File: src/rtl/rx_req_cpl_router.sv
// rx_req_cpl_router
// -----------------------------------------------------------------------------
// Sits in front of the 128-bit RX port. Read requests from the port are given
// a PCIe tag from a small pool and forwarded to the TX engine. Returning
// completions are matched against the tag table and steered onto the shared
// ENG_DATA bus with the MAIN / SG_RX / SG_TX enable, done and error strobes.
//
// Ports
//   CLK, rRst               clock; asynchronous active-high reset
//   RX_REQ*                 request from the RX port (ACK is a 1-cycle pulse)
//   RD_REQ*                 request to the TX engine (tag, addr, len)
//   CPL_*                   completion beats from the RX engine
//   ENG_DATA                completion payload, one cycle after CPL_VALID
//   *_DATA_EN/_DONE/_ERR    per-destination strobes, registered
//   CPL_DROP                completion hit a tag that is not allocated
//   IDLE                    request FSM idle and no tag outstanding
//   DBG_REQ_STATE           request FSM state (0 = IDLE, 1 = ISSUE)
//
// Handshakes:
//   RX_REQ/RX_REQ_ACK : the port holds RX_REQ and its fields stable until it
//     sees the registered ACK pulse. The cycle after an ACK is never used to
//     accept, so a request still visible in that cycle is not taken twice.
//   RD_REQ/RD_REQ_ACK : RD_REQ and its fields stay stable until the cycle in
//     which RD_REQ_ACK is 1; RD_REQ drops on the following edge.
// -----------------------------------------------------------------------------
module rx_req_cpl_router #(
  parameter int C_DATA_WIDTH = 128,
  parameter int C_TAGS       = 8,
  parameter int C_TAG_WIDTH  = 3
) (
  input  logic                    CLK,
  input  logic                    rRst,
  input  logic                    RX_REQ,
  output logic                    RX_REQ_ACK,
  input  logic [1:0]              RX_REQ_TAG,
  input  logic [63:0]             RX_REQ_ADDR,
  input  logic [9:0]              RX_REQ_LEN,
  output logic                    RD_REQ,
  input  logic                    RD_REQ_ACK,
  output logic [C_TAG_WIDTH-1:0]  RD_REQ_TAG,
  output logic [63:0]             RD_REQ_ADDR,
  output logic [9:0]              RD_REQ_LEN,
  input  logic                    CPL_VALID,
  input  logic [C_TAG_WIDTH-1:0]  CPL_TAG,
  input  logic [C_DATA_WIDTH-1:0] CPL_DATA,
  input  logic [2:0]              CPL_DATA_EN,
  input  logic                    CPL_ERR,
  output logic [C_DATA_WIDTH-1:0] ENG_DATA,
  output logic [2:0]              MAIN_DATA_EN,
  output logic [2:0]              SG_RX_DATA_EN,
  output logic [2:0]              SG_TX_DATA_EN,
  output logic                    MAIN_DONE,
  output logic                    SG_RX_DONE,
  output logic                    SG_TX_DONE,
  output logic                    MAIN_ERR,
  output logic                    SG_RX_ERR,
  output logic                    SG_TX_ERR,
  output logic                    CPL_DROP,
  output logic                    IDLE,
  output logic                    DBG_REQ_STATE
);

  typedef enum logic {
    S_IDLE  = 1'b0,
    S_ISSUE = 1'b1
  } req_state_e;

  localparam logic [1:0] DEST_MAIN    = 2'd0;
  localparam logic [1:0] DEST_SG_RX   = 2'd1;
  localparam logic [1:0] DEST_SG_TX   = 2'd2;
  localparam logic [1:0] DEST_INVALID = 2'd3;

  // ---------------------------------------------------------------------------
  // State
  // ---------------------------------------------------------------------------
  req_state_e              state_q, state_d;
  logic                    ack_q, ack_d;
  logic                    rd_req_q, rd_req_d;
  logic [C_TAG_WIDTH-1:0]  rd_tag_q, rd_tag_d;
  logic [63:0]             rd_addr_q, rd_addr_d;
  logic [9:0]              rd_len_q, rd_len_d;

  logic [C_TAGS-1:0]       valid_q, valid_d;
  logic [1:0]              dest_q [C_TAGS];
  logic [1:0]              dest_d [C_TAGS];
  logic [10:0]             rem_q  [C_TAGS];
  logic [10:0]             rem_d  [C_TAGS];

  logic [C_DATA_WIDTH-1:0] eng_data_q, eng_data_d;
  logic [2:0]              main_en_q, main_en_d;
  logic [2:0]              sg_rx_en_q, sg_rx_en_d;
  logic [2:0]              sg_tx_en_q, sg_tx_en_d;
  logic                    main_done_q, main_done_d;
  logic                    sg_rx_done_q, sg_rx_done_d;
  logic                    sg_tx_done_q, sg_tx_done_d;
  logic                    main_err_q, main_err_d;
  logic                    sg_rx_err_q, sg_rx_err_d;
  logic                    sg_tx_err_q, sg_tx_err_d;
  logic                    drop_q, drop_d;

  // ---------------------------------------------------------------------------
  // Lowest-numbered free tag, from the table as it stands before this cycle's
  // retire. A tag freed by a completion is therefore first usable next cycle.
  // ---------------------------------------------------------------------------
  logic                   free_found;
  logic [C_TAG_WIDTH-1:0] free_tag;

  always_comb begin
    free_found = 1'b0;
    free_tag   = '0;
    for (int i = C_TAGS - 1; i >= 0; i--) begin
      if (!valid_q[i]) begin
        free_found = 1'b1;
        free_tag   = C_TAG_WIDTH'(i);
      end
    end
  end

  // ---------------------------------------------------------------------------
  // Request FSM
  // ---------------------------------------------------------------------------
  logic alloc;

  always_comb begin
    state_d   = state_q;
    ack_d     = 1'b0;
    rd_req_d  = rd_req_q;
    rd_tag_d  = rd_tag_q;
    rd_addr_d = rd_addr_q;
    rd_len_d  = rd_len_q;
    alloc     = 1'b0;
    case (state_q)
      S_IDLE: begin
        if (RX_REQ && !ack_q) begin
          if (RX_REQ_TAG == DEST_INVALID) begin
            ack_d = 1'b1;
          end else if (free_found) begin
            ack_d     = 1'b1;
            alloc     = 1'b1;
            rd_req_d  = 1'b1;
            rd_tag_d  = free_tag;
            rd_addr_d = RX_REQ_ADDR;
            rd_len_d  = RX_REQ_LEN;
            state_d   = S_ISSUE;
          end
        end
      end
      S_ISSUE: begin
        if (RD_REQ_ACK) begin
          rd_req_d = 1'b0;
          state_d  = S_IDLE;
        end
      end
      default: state_d = S_IDLE;
    endcase
  end

  // ---------------------------------------------------------------------------
  // Completion path and tag table update
  // ---------------------------------------------------------------------------
  logic [10:0] cpl_en11;
  logic [10:0] cpl_rem;
  logic [10:0] cpl_rem_new;
  logic        cpl_bad;
  logic        cpl_retire;
  logic [2:0]  sel_en;
  logic        sel_done;
  logic        sel_err;

  always_comb begin
    cpl_en11    = {8'd0, CPL_DATA_EN};
    cpl_rem     = rem_q[CPL_TAG];
    cpl_rem_new = cpl_rem - cpl_en11;
    cpl_bad     = CPL_ERR || (cpl_en11 > cpl_rem);
    cpl_retire  = cpl_bad || (cpl_rem_new == 11'd0);
    sel_en      = 3'd0;
    sel_done    = 1'b0;
    sel_err     = 1'b0;

    eng_data_d   = eng_data_q;
    main_en_d    = 3'd0;
    sg_rx_en_d   = 3'd0;
    sg_tx_en_d   = 3'd0;
    main_done_d  = 1'b0;
    sg_rx_done_d = 1'b0;
    sg_tx_done_d = 1'b0;
    main_err_d   = 1'b0;
    sg_rx_err_d  = 1'b0;
    sg_tx_err_d  = 1'b0;
    drop_d       = 1'b0;

    valid_d = valid_q;
    dest_d  = dest_q;
    rem_d   = rem_q;

    // Allocation only touches a free entry and a completion only touches a
    // valid one, so both updates can land in the same cycle.
    if (alloc) begin
      valid_d[free_tag] = 1'b1;
      dest_d[free_tag]  = RX_REQ_TAG;
      rem_d[free_tag]   = (RX_REQ_LEN == 10'd0) ? 11'd1024 : {1'b0, RX_REQ_LEN};
    end

    if (CPL_VALID) begin
      eng_data_d = CPL_DATA;
      if (!valid_q[CPL_TAG]) begin
        drop_d = 1'b1;
      end else begin
        sel_en   = cpl_bad ? 3'd0 : CPL_DATA_EN;
        sel_done = cpl_retire;
        sel_err  = cpl_bad;
        if (cpl_retire) begin
          valid_d[CPL_TAG] = 1'b0;
        end else begin
          rem_d[CPL_TAG] = cpl_rem_new;
        end
        case (dest_q[CPL_TAG])
          DEST_MAIN: begin
            main_en_d   = sel_en;
            main_done_d = sel_done;
            main_err_d  = sel_err;
          end
          DEST_SG_RX: begin
            sg_rx_en_d   = sel_en;
            sg_rx_done_d = sel_done;
            sg_rx_err_d  = sel_err;
          end
          DEST_SG_TX: begin
            sg_tx_en_d   = sel_en;
            sg_tx_done_d = sel_done;
            sg_tx_err_d  = sel_err;
          end
          default: ;
        endcase
      end
    end
  end

  // ---------------------------------------------------------------------------
  // Registers
  // ---------------------------------------------------------------------------
  always_ff @(posedge CLK or posedge rRst) begin
    if (rRst) begin
      state_q      <= S_IDLE;
      ack_q        <= 1'b0;
      rd_req_q     <= 1'b0;
      rd_tag_q     <= '0;
      rd_addr_q    <= '0;
      rd_len_q     <= '0;
      valid_q      <= '0;
      for (int i = 0; i < C_TAGS; i++) begin
        dest_q[i] <= '0;
        rem_q[i]  <= '0;
      end
      eng_data_q   <= '0;
      main_en_q    <= '0;
      sg_rx_en_q   <= '0;
      sg_tx_en_q   <= '0;
      main_done_q  <= 1'b0;
      sg_rx_done_q <= 1'b0;
      sg_tx_done_q <= 1'b0;
      main_err_q   <= 1'b0;
      sg_rx_err_q  <= 1'b0;
      sg_tx_err_q  <= 1'b0;
      drop_q       <= 1'b0;
    end else begin
      state_q      <= state_d;
      ack_q        <= ack_d;
      rd_req_q     <= rd_req_d;
      rd_tag_q     <= rd_tag_d;
      rd_addr_q    <= rd_addr_d;
      rd_len_q     <= rd_len_d;
      valid_q      <= valid_d;
      dest_q       <= dest_d;
      rem_q        <= rem_d;
      eng_data_q   <= eng_data_d;
      main_en_q    <= main_en_d;
      sg_rx_en_q   <= sg_rx_en_d;
      sg_tx_en_q   <= sg_tx_en_d;
      main_done_q  <= main_done_d;
      sg_rx_done_q <= sg_rx_done_d;
      sg_tx_done_q <= sg_tx_done_d;
      main_err_q   <= main_err_d;
      sg_rx_err_q  <= sg_rx_err_d;
      sg_tx_err_q  <= sg_tx_err_d;
      drop_q       <= drop_d;
    end
  end

  // ---------------------------------------------------------------------------
  // Outputs
  // ---------------------------------------------------------------------------
  assign RX_REQ_ACK    = ack_q;
  assign RD_REQ        = rd_req_q;
  assign RD_REQ_TAG    = rd_tag_q;
  assign RD_REQ_ADDR   = rd_addr_q;
  assign RD_REQ_LEN    = rd_len_q;
  assign ENG_DATA      = eng_data_q;
  assign MAIN_DATA_EN  = main_en_q;
  assign SG_RX_DATA_EN = sg_rx_en_q;
  assign SG_TX_DATA_EN = sg_tx_en_q;
  assign MAIN_DONE     = main_done_q;
  assign SG_RX_DONE    = sg_rx_done_q;
  assign SG_TX_DONE    = sg_tx_done_q;
  assign MAIN_ERR      = main_err_q;
  assign SG_RX_ERR     = sg_rx_err_q;
  assign SG_TX_ERR     = sg_tx_err_q;
  assign CPL_DROP      = drop_q;
  assign IDLE          = (state_q == S_IDLE) && (valid_q == '0);
  assign DBG_REQ_STATE = state_q;

endmodule

File: config.mk
export PLATFORM = sky130hd
export DESIGN_NAME = rx_req_cpl_router
export DESIGN_NICKNAME = d
export VERILOG_FILES = /design/src/rtl/rx_req_cpl_router.sv
export SDC_FILE = /design/constraint.sdc
export NUM_CORES = 1
export LEC_CHECK = 0
export BUFFER_PORTS_ARGS = -buffer_cell sky130_fd_sc_hd__buf_2
export CAP_MARGIN = 5
export CELL_PAD_IN_SITES_DETAIL_PLACEMENT = 0
export CELL_PAD_IN_SITES_GLOBAL_PLACEMENT = 1
export CORE_MARGIN = 2
export CORE_UTILIZATION = 38
export DETAILED_ROUTE_END_ITERATION = 10
export PLACE_DENSITY = 0.73
export SETUP_SLACK_MARGIN = 0.5
export SYNTH_ARGS = -nofsm -noshare
export SYNTH_HDL_FRONTEND = slang
export SYNTH_SLANG_ARGS = --single-unit
File: constraint.sdc
create_clock -name CLK -period 9.17 [get_ports CLK]
set_input_delay 0.4585 -clock CLK [delete_from_list [all_inputs] [get_ports CLK]]
set_output_delay 0.4585 -clock CLK [all_outputs]
set_load 0.05 [all_outputs]
# After elaboration in Yosys (flattened, before gate mapping)
# Cells that the tools add are included.
totals:
  regBits: 336
  elab_cells: 163
  inputBits: 216
  output_inout_bits: 225
op_classes:
  mux: 90
  bitwise: 7
  n_eq_ne: 7
  n_reduce_logical: 15
  magnitude_cmp: 9
  addsub: 1
op_table:
  columns: ["cell", "count"]
  rows:
  - ["$mux W88", 4]
  - ["$bwmux W88", 2]
  - ["$demux W11 S3", 2]
  - ["$mux W11", 5]
  - ["$mux W3", 18]
  - ["$mux W1", 43]
  - ["$bmux W11 S3", 1]
  - ["$mux W8", 4]
  - ["$bwmux W16", 1]
  - ["$gt A3 B11 Y1", 1]
  - ["$logic_not A11 Y1", 1]
  - ["$sub A11 B3 Y11", 1]
  - ["$logic_not A10 Y1", 1]
  - ["$and A8 B8 Y8", 1]
  - ["$ge A4 B4 Y1 const B", 2]
  - ["$logic_not A8 Y1", 1]
  - ["$lt A3 B4 Y1 const B", 2]
  - ["$lt A4 B1 Y1 const B", 2]
  - ["$ne A2 B2 Y1 const B", 4]
  - ["$not A3 Y4", 2]
  - ["$not A8 Y8", 1]
  - ["$or A8 B8 Y8", 1]
  - ["$reduce_and A4 Y1", 2]
  - ["$bmux W2 S3", 1]
  - ["13 further kinds", 26]

# Logic depth before layout (Yosys ltp)
logic_depth:
  ltp_word: 19
  mapped_depth: 17

# Worst setup path after synthesis
# Ideal clock, no wire load.
synth_path:
  kind: "input -> register"
  from: "in CPL_TAG[1]"
  to: "reg rem_q[83] (netlist name)"
  setup_time_ns: 0.082
  stages: 15
  t_arrival_ns: 4.554
  required_ns: 9.088
  path_slack_ns: 4.535
  path_buffers: 5
  path_cell_list: "buf_4 buf_4 buf_4 buf_1 mux4_2 mux2_2 ha_1 nor2b_1 nor2_1 nand4_2 xor2_1 o211ai_4 o211ai_4 buf_6 mux2i_1"
synth_lines:
  columns: ["item", "line_no", "text"]
  rows:
  - ["start: declaration", "44", "input logic [C_TAG_WIDTH-1:0] CPL_TAG,"]
  - ["end signal: assignment", "275", "rem_q <= rem_d;"]
  - ["end: declaration", "86", "logic [10:0] rem_q [C_TAGS];"]

==> results.json <==
{
  "drt_iter0_drc": 540,
  "diodes": 0,
  "detail_route.vias_per_cell": 5.24,
  "r2r-start": "rem_q[2]",
  "setup-tns-final_ps": 0,
  "cp_num_buf_inv": 2,
  "peakVddDrop_mv": 0.163,
  "place_ws_ps": 4110,
  "ys.flop_type": "dfrtp_1",
  "ant_nets": 0,
  "chipWidth_um": 203,
  "syn_nets": 1271,
  "die_h_um": 203,
  "drc": 0,
  "p_leak_nw": 8.85,
  "post_drt_wl_per_cell_um": 21.0,
  "start_kind": "input port",
  "status": "finished, final reports clean",
  "rrSetupSlack_ps": 4910,
  "fin_nets": 1698,
  "crit_arrival_ps": 4950,
  "cts-buffers-inserted": 38,
  "pin_count": 441,
  "fmax_ghz": 0.222,
  "nFillCells": 3540,
  "rsz0062_at_grt": "false",
  "crit_type": "input port to flip-flop",
  "cp.required_ps": 9630,
  "place_area_um2": 17700,
  "clk_pin_slew_ps": 60,
  "grt_pass1_vias": 11300,
  "final_area_um2": 18900,
  "avgSynthCellArea_um2": 14.3,
  "worstPathCellList": "buf_2 -> buf_4 -> mux4_2 -> mux2_2 -> ha_1 -> nor2b_1 -> nor2_1 -> nand4_2 -> xor2_1 -> o211ai_4 -> o211ai_4 -> mux2i_1",
  "numClockSinks": 336,
  "synthesis.area_um2": 15000,
  "reg2reg_to": "rem_q[33]",
  "wl_mm": 42.4,
  "drt_pass1_iterations": 5,
  "synth-async-reset-ratio_pct": 100,
  "placedCellCount": 1956,
  "ys_warn_count": 0,
  "min_period_over_period_pct": 49.0,
  "synth_edf_count": 0,
  "synth-seq-cells": 336,
  "synth_top_area_cell": "dfrtp_1",
  "finalSetupViolations": 0,
  "synth.area.top_cells": "dfrtp_1 56%, mux2_2 17%, mux2i_1 8.2%",
  "setup_ws_ps": 4680,
  "hpwl_mm": 29.1,
  "drv_cap": 0,
  "root_buffer": "clkbuf_16",
  "gp_congestion": 0.853,
  "worst_clock_skew_ps": 22.8,
  "netlist.area_leader.share_pct": 55.9,
  "holdBufCountCts": 0,
  "hp-class": "input port to async pin",
  "finalMaxSlewViolations": 0,
  "cpMostUsedCell": "o211ai_4",
  "io_buffer_count": 440,
  "whs_ps": 53.2,
  "cts_max_level": 2,
  "layout_common_cells": "439 x buf_2, 336 x dfrtp_1, 228 x mux2_2, 123 x mux2i_1, 50 x a22oi_1",
  "yosys.cell_types.count": 66,
  "rows": 72,
  "crit_path_end_kind": "flip-flop",
  "power.density_nw_per_um2": 308,
  "core-area_um2": 38800,
  "cp_max_fo": 35,
  "cts_tree": "yes",
  "worst_skew_pair.late_latency_ps": 550,
  "num_vias": 10600,
  "post_cts_resized": 0,
  "worst_path_largest_cell_delay_ps": 750,
  "crit_path_top_delay_cell": "xor2_1",
  "cp-startpoint": "CPL_TAG[1]",
  "final_common_cell": "buf_2",
  "grt_start_max_net_pins": 81,
  "min_period_ps": 4490,
  "areaGrowthSynthToFinish_pct": 25.5,
  "finalHoldViolations": 0,
  "yosysSeqAreaShare_pct": 55.9,
  "grt_pass1_wl_mm": 64.9,
  "clockBufferDepth": 3,
  "grt.overflow.total": 0,
  "drive_above_1_share_pct": 53.6,
  "relSlewSlack_pct": 19.6,
  "r2r_cells": 10,
  "initial_utilization_pct": 38.7,
  "fin_cells": 2020,
  "tightest_slew_ps": 1210,
  "dieArea_um2": 41200,
  "track_usage_pct": 20.5,
  "cp_num_cells": 12,
  "cpLargestDelayFamily": "multiplexers",
  "antenna_found_initial": 2,
  "postCtsSetupBuffers": 0,
  "synth_cells": 1051
}
## synthesized netlist by cell type (all sizes together) (2+ instances only)
master	number
nor4	4
buf	34
a21oi	21
xnor2	6
inv	10
nor2	28
o211ai	11
mux2	229
o22ai	4
o21ai	10
ha	3
or4	2
o31ai	2
a211oi	10
clkbuf	41
a22oi	50
a31oi	3
nor2b	3
or3	2
xor2	2
nand3	8
mux4	20
and4	2
nand2b	5
nor3	20
a21o	2
mux2i	128
nand2	20
nand4	7
dfrtp	336
a32oi	8
nor4b	2
and3	3
## kinds of logic (layout without fill, tap and decap cells)
logic type / Yosys count / count (layout) / synth area share [%]
multiplexers: 377 / 377 / 28.8
buffers and inverters: 85 / 536 / 2.85
flip-flops: 336 / 336 / 55.9
XOR/XNOR: 8 / 8 / 0.466
AND/OR/NAND/NOR: 112 / 112 / 4.29
AO/OA/AOI/OAI: 129 / 129 / 7.24
adder cells (fa/ha/maj): 4 / 4 / 0.383
## final cells by class
cell class	count	area, um^2	share of cell area (%)
repair buffers	462	2370	12.6
multi-input cells	630	6220	33.0
well taps	518	648	3.44
flip-flops and latches	336	8410	44.6
clock inverters	5	28.8	0.153
clock buffers	59	1150	6.10
inverters	10	41.3	0.219
## flip-flops by register name, summed over array words and instances, names as in the netlist, 3 cells and up
signal,count
ENG_DATA,128
MAIN_DATA_EN,3
RD_REQ_ADDR,64
RD_REQ_LEN,10
RD_REQ_TAG,3
SG_RX_DATA_EN,3
SG_TX_DATA_EN,3
dest_q,16
rem_q,88
valid_q,8
## layer usage
layer  vias to the layer above  global-route usage [%]  routed length [um]
li1                       4745                       -                   -
met5                         -                       0                   0
met1                      5315                    25.0               16700
met2                       444                    35.0               21100
met3                        86                    5.18                3310
met4                         0                    7.64                1220
## power breakdown
group | leakage, nW | internal, W | switching [W] | total, W
sequential | 4.00 | 0.00192 | 0.000240 | 0.00216
clock | 0.584 | 0.000858 | 0.000603 | 0.00146
combinational | 4.27 | 0.000743 | 0.00145 | 0.00219
## worst register-to-register path: cells and delay by family (launching register included)
family          cells  cell delay [ps]
simple gates        3              610
compound gates      2             1080
fa+ha+maj           1              340
flops               1              390
xor+xnor            1              750
mux                 3             1020
## metrics by stage
step                total power [W]  util, %
finish                      0.00581     48.6
global route                0.00611     48.6
CTS                         0.00587     48.6
detailed placement          0.00437     45.6
global placement            0.00433     45.6
floorplan                   0.00382        -
## how the worst max path moves through the flow
stage	to	slack, ps
floorplan	CPL_DROP	4220
detailed placement	rem_q[86]	4110
CTS	rem_q[77]	4760
global route	rem_q[35]	4500
global placement	rem_q[86]	4200
finish	rem_q[33]	4680
Note: power is estimated with default switching activity, not from simulation.
